### src/rtl/i2s_transmitter.sv
// -----------------------------------------------------------------------------
// i2s_transmitter
//
// I2S master transmitter for the NCO audio path. From the master clock it
// derives BCLK (CLK_DIV master clocks per bit), WS and SD for a 2 x 16-bit
// frame. Each sample is sent MSB-first on both channels (mono duplicated).
//
// Optional build macro: I2S_DEBUG_EN
//   defined   -> testing_bit_counter shows the current bit slot and
//                test_LED_B blinks once every LED_TOGGLE_FRAMES frames.
//   undefined -> both debug outputs are tied to 0 and the heartbeat counter
//                is not built. The I2S outputs are identical in both builds.
//
// Parameters
//   CLK_DIV            master clocks per BCLK period (even, >= 4)
//   LED_TOGGLE_FRAMES  frames between heartbeat LED toggles (>= 1)
//
// Ports
//   clk                  in   master clock, all logic on the rising edge
//   rst                  in   synchronous reset, active low
//   new_sound_sample     in   16-bit two's complement PCM, taken once per frame
//   bit_clk_enable       out  one-clk strobe in the clk before each BCLK fall
//   bit_clock            out  I2S BCLK, 50 % duty
//   word_select          out  I2S WS, 0 = left, 1 = right
//   sound_data           out  I2S SD
//   test_LED_B           out  heartbeat LED
//   testing_bit_counter  out  current bit slot 0..31
// -----------------------------------------------------------------------------
module i2s_transmitter #(
  parameter int CLK_DIV           = 16,
  parameter int LED_TOGGLE_FRAMES = 24000
) (
  input  logic        clk,
  input  logic        rst,
  input  logic [15:0] new_sound_sample,
  output logic        bit_clk_enable,
  output logic        bit_clock,
  output logic        word_select,
  output logic        sound_data,
  output logic        test_LED_B,
  output logic [4:0]  testing_bit_counter
);

  // Elaboration-time guard on the configuration.
  if (CLK_DIV < 4 || (CLK_DIV % 2) != 0 || LED_TOGGLE_FRAMES < 1) begin : g_bad_params
    $error("i2s_transmitter: CLK_DIV must be even and >= 4, LED_TOGGLE_FRAMES >= 1");
  end

  localparam int              DIV_W    = $clog2(CLK_DIV);
  localparam logic [DIV_W-1:0] DIV_LAST = DIV_W'(CLK_DIV - 1);
  localparam logic [DIV_W-1:0] DIV_HALF = DIV_W'(CLK_DIV / 2);

  logic [DIV_W-1:0] div_cnt_reg, div_cnt_next;
  logic             bit_clock_reg;
  logic             bit_clk_enable_reg;
  logic [4:0]       slot_reg, slot_next;
  logic [15:0]      held_reg, held_next;
  logic             word_select_reg, word_select_next;
  logic             sound_data_reg, sound_data_next;
  logic             frame_wrap;

  always_comb begin
    div_cnt_next = (div_cnt_reg == DIV_LAST) ? '0 : div_cnt_reg + DIV_W'(1);
  end

  // Slot update applied at the BCLK falling edge (the edge that ends the
  // bit_clk_enable cycle).
  always_comb begin
    slot_next        = slot_reg + 5'd1;   // 31 wraps to 0 naturally
    frame_wrap       = (slot_reg == 5'd31);
    // The sample latched on the wrap is used immediately for slot 0's MSB.
    held_next        = frame_wrap ? new_sound_sample : held_reg;
    // WS changes one slot ahead of each channel's MSB.
    word_select_next = (slot_next >= 5'd15) && (slot_next <= 5'd30);
    sound_data_next  = held_next[4'd15 - slot_next[3:0]];
  end

  always_ff @(posedge clk) begin
    if (!rst) begin
      div_cnt_reg        <= '0;
      bit_clock_reg      <= 1'b0;
      bit_clk_enable_reg <= 1'b0;
      slot_reg           <= 5'd0;
      held_reg           <= 16'd0;
      word_select_reg    <= 1'b0;
      sound_data_reg     <= 1'b0;
    end else begin
      div_cnt_reg        <= div_cnt_next;
      // Both are computed from the next count so they line up with div_cnt.
      bit_clock_reg      <= (div_cnt_next >= DIV_HALF);
      bit_clk_enable_reg <= (div_cnt_next == DIV_LAST);
      if (bit_clk_enable_reg) begin
        slot_reg        <= slot_next;
        held_reg        <= held_next;
        word_select_reg <= word_select_next;
        sound_data_reg  <= sound_data_next;
      end
    end
  end

  assign bit_clock      = bit_clock_reg;
  assign bit_clk_enable = bit_clk_enable_reg;
  assign word_select    = word_select_reg;
  assign sound_data     = sound_data_reg;

`ifdef I2S_DEBUG_EN
  localparam int               FRAME_W    = $clog2(LED_TOGGLE_FRAMES + 1);
  localparam logic [FRAME_W-1:0] FRAME_LAST = FRAME_W'(LED_TOGGLE_FRAMES - 1);

  logic [FRAME_W-1:0] frame_cnt_reg;
  logic               led_reg;

  // The counter toggles the LED on the wrap that would take it to
  // LED_TOGGLE_FRAMES, so it never holds that value.
  always_ff @(posedge clk) begin
    if (!rst) begin
      frame_cnt_reg <= '0;
      led_reg       <= 1'b0;
    end else if (bit_clk_enable_reg && frame_wrap) begin
      if (frame_cnt_reg == FRAME_LAST) begin
        frame_cnt_reg <= '0;
        led_reg       <= ~led_reg;
      end else begin
        frame_cnt_reg <= frame_cnt_reg + FRAME_W'(1);
      end
    end
  end

  assign test_LED_B          = led_reg;
  assign testing_bit_counter = slot_reg;
`else
  assign test_LED_B          = 1'b0;
  assign testing_bit_counter = 5'd0;
`endif

endmodule

### config.mk
export PLATFORM = sky130hd
export DESIGN_NAME = i2s_transmitter
export DESIGN_NICKNAME = d
export VERILOG_FILES = /design/src/rtl/i2s_transmitter.sv
export SDC_FILE = /design/constraint.sdc
export NUM_CORES = 1
export LEC_CHECK = 0
export ABC_AREA = 1
export CORE_MARGIN = 8
export CORE_UTILIZATION = 45
export CTS_BUF_LIST = sky130_fd_sc_hd__clkbuf_4
export DETAILED_ROUTE_END_ITERATION = 8
export MAX_ROUTING_LAYER = met4
export PLACE_DENSITY = 0.69
export SLEW_MARGIN = 20
export SYNTH_ARGS = -nofsm -noshare
export SYNTH_HDL_FRONTEND = slang
export SYNTH_SLANG_ARGS = --single-unit
### constraint.sdc
create_clock -name clk -period 2.2 [get_ports clk]
set_input_delay 0.33 -clock clk [delete_from_list [all_inputs] [get_ports clk]]
set_output_delay 0.33 -clock clk [all_outputs]
set_load 0.1 [all_outputs]
==> impl_metrics.json <==
{
  "required_ns": 2.44,
  "final-setup-viol-count": 0,
  "final_net_count": 292,
  "number_of_clock_sinks": 29,
  "io_buffers": 21,
  "path_delay_family": "adder cells",
  "post_synth_edffs": 0,
  "count_of_non_filler_cells_in_the_finished_layout": 317,
  "drt_iter0_markers": 78,
  "wl_um": 3550,
  "ioPinCount": 28,
  "globalRouteOverflowTotal": 0,
  "cts_hold_buffers": 0,
  "critPathMaxStageDelay_ns": 0.40,
  "yosys_warns": 0,
  "arrival_time_at_the_worst_endpoint_ns": 2.18,
  "critical-path-top-cell-by-count": "nor2_1",
  "maxCapViolCount": 0,
  "ant_nets": 0,
  "min_path_type": "register to register",
  "min_to": "word_select$_SDFFE_PN0P_",
  "powerDensity_mw_per_mm2": 490,
  "syn_avg_cell_area_um2": 6.63,
  "dieHeight_um": 76.6,
  "die_w_um": 76.6,
  "critical_path.startpoint_type": "register",
  "tritoncts": "built",
  "post_synth_main_area_contributors": "dfxtp_1 (35%), nand2_1 (15%), inv_1 (8.9%)",
  "first_pass_iters": 4,
  "m1WireLength_um": 1630,
  "initial_core_util_pct": 45.8,
  "final_max_slew_viol_count": 0,
  "fin_tns_setup_ns": 0,
  "path_cells": "ha_1, nand2_1, nor2_1, ha_2, buf_12, nand2_1, o21ai_0, nor2_1, nor2_1, nand2_1, a21oi_2, nor2_1",
  "cts_post_setup_buffers_inserted": 0,
  "power_leakage_nw": 0.909,
  "timing.critical_path.buf_inv": 1,
  "async_reset_ff_share_pct": 0,
  "fp.dieArea_mm2": 0.00586,
  "detailed_placer_s_ending_hpwl_um": 2570,
  "r2r.worst_path.cells": 12,
  "numCtsBuffers": 5,
  "dr_wl_met2_um": 1700,
  "max-vdd-ir-drop_uv": 317,
  "worst_slew_margin_rel_pct": 62.4,
  "number_of_different_library_cells_in_the_post_synthesis_netlist": 22,
  "area_used_by_sequential_logic_in_the_layout_um2": 581,
  "clk_pin_slew_ns": 0.09,
  "num_vias": 1507,
  "timing_hold_violations_final": 0,
  "critical_path.reg2reg.endpoint": "sound_data$_SDFFE_PN0P_",
  "routed.top_layer": "met4",
  "netlist_instances": 249,
  "synth_cell_count_leaders": "nand2_1 (67), inv_1 (39), dfxtp_1 (29)",
  "cell_area_synth_mm2": 0.00165,
  "post_route_cells_drive_above_1_share_pct": 8.92,
  "worst-r2r-setup-slack_ns": 0.26,
  "placementRows": 22,
  "vias_per_cell": 4.75,
  "min_period_ns": 1.94,
  "rr_startpoint": "slot_reg[1]$_SDFFE_PN0P_",
  "grt_start_max_net_pins": 21,
  "cts_resized": 0,
  "grt_pass1_vias": 1390,
  "placed_cells_incl_taps": 310,
  "critPathKind": "register to register",
  "final_min_period_over_clock_period_pct": 88.2,
  "final.fill_count": 387,
  "area_delta_synth_final_pct": 16.8,
  "clk-insertion-delay-late_ns": 0.33,
  "detail_route.drc_violations": 0,
  "worst_path_max_delay_cell": "dfxtp_1",
  "synth_seq_cells": 29,
  "worst-slew-pin-transition_ns": 0.563,
  "synth_top_flop_cell": "dfxtp_1",
  "yosys.area.top_type": "dfxtp_1",
  "antenna_violations_before_repair": 0,
  "grt_pass1_wl_um": 6200,
  "rsz0062_at_grt": "no",
  "result_of_the_run": "completed",
  "htree_num_levels": 2,
  "core-area_mm2": 0.00361,
  "root_buffer": "clkbuf_4",
  "largest_register_ffs": 16,
  "clock_path_buffers": 2,
  "final.setup_skew_ns": 0.00797,
  "ys_seq_area_share_pct": 35.2,
  "grt_usage_pct": 13.2,
  "worstHoldStart": "word_select$_SDFFE_PN0P_",
  "endpoint_kind": "register",
  "wl_per_cell_um": 11.2,
  "synthMostInstantiatedCell": "nand2_1",
  "antenna_diode_instance_count": 0,
  "synth_largest_type_area_fraction_pct": 35.2,
  "multiInputGateArea_um2": 817,
  "whs_path_depth": 2,
  "crit_path_max_fanout": 14,
  "finalWeightedCongestion": 0.883,
  "max_freq_mhz": 515,
  "met3WireLength_um": 144
}
==> metrics by stage <==
stage               utilization [%]  total power, mW  hold WS [ns]  cell area [um^2]  setup WS [ns]
floorplan                         -            0.615         0.444              1670          0.402
global placement               52.0            0.643         0.457              1880          0.243
detailed placement             52.0            0.643         0.466              1880          0.180
CTS                            53.4            0.950         0.489              1920          0.161
global route                   53.4            0.980         0.500              1930         0.0622
finish                         53.4            0.944         0.484              1930          0.259
==> worst max path at each step <==
| stage | startpoint | end | cells after the start |
|---|---|---|---|
| 5_1_grt | slot_reg[1]$_SDFFE_PN0P_ | sound_data$_SDFFE_PN0P_ | 12 |
| 2_1_floorplan | bit_clk_enable$_SDFF_PN0_ | sound_data$_SDFFE_PN0P_ | 5 |
| 6_report | slot_reg[1]$_SDFFE_PN0P_ | sound_data$_SDFFE_PN0P_ | 12 |
| 4_1_cts | slot_reg[1]$_SDFFE_PN0P_ | sound_data$_SDFFE_PN0P_ | 15 |
| 3_5_place_dp | slot_reg[1]$_SDFFE_PN0P_ | sound_data$_SDFFE_PN0P_ | 15 |
| 3_3_place_gp | slot_reg[1]$_SDFFE_PN0P_ | sound_data$_SDFFE_PN0P_ | 12 |
==> cells in the final DEF (no fill, tap or decap), drive strengths merged <==
cell	count
nand4	1
o21ai	8
nor2	26
a31oi	1
a211oi	1
xor2	1
o211ai	17
clkdlybuf4s50	17
nand2	67
xnor2	1
a21oi	7
inv	42
clkinv	1
nand3	24
ha	5
clkbuf	6
conb	6
buf	9
dfxtp	29
==> cell type report <==
cell class,count,share of cell area (%)
Multi-Input combinational cell,165,42.4
Sequential cell,29,30.1
Timing Repair Buffer,26,13.6
Inverter,42,8.18
Tap cell,48,3.12
Clock buffer,6,2.34
Clock inverter,1,0.195
==> kinds of logic after synthesis <==
logic type	Yosys count	share of synthesized area, %
AOI/OAI and AO/OA	34	13.6
DFF	29	35.2
and+or+nand+nor	118	29.1
xor gates and xnor gates	2	1.52
other	1	0.227
buffers and inverters	60	16.6
adders and majority gates	5	3.79
==> power breakdown <==
part / total, mW / switching [mW] / internal (mW)
Combinational: 0.0986 / 0.0656 / 0.0330
Sequential: 0.533 / 0.00333 / 0.529
Clock: 0.312 / 0.184 / 0.128
==> per-layer routing <==
| layer | track usage [%] | vias to the layer above |
|---|---|---|
| met5 | - | - |
| met1 | 14.2 | 665 |
| met3 | 3.66 | 9 |
| met4 | 7.12 | 0 |
| met2 | 21.4 | 23 |
| li1 | - | 810 |
==> tightest hold or removal path: cells and delay by family, from the launching register on <==
family / cells / cell delay, ns
AND/OR/NAND/NOR: 1 / 0.08
flip-flops: 1 / 0.32
AO/OA/AOI/OAI: 1 / 0.05
Power figures use the tool's default switching activity.
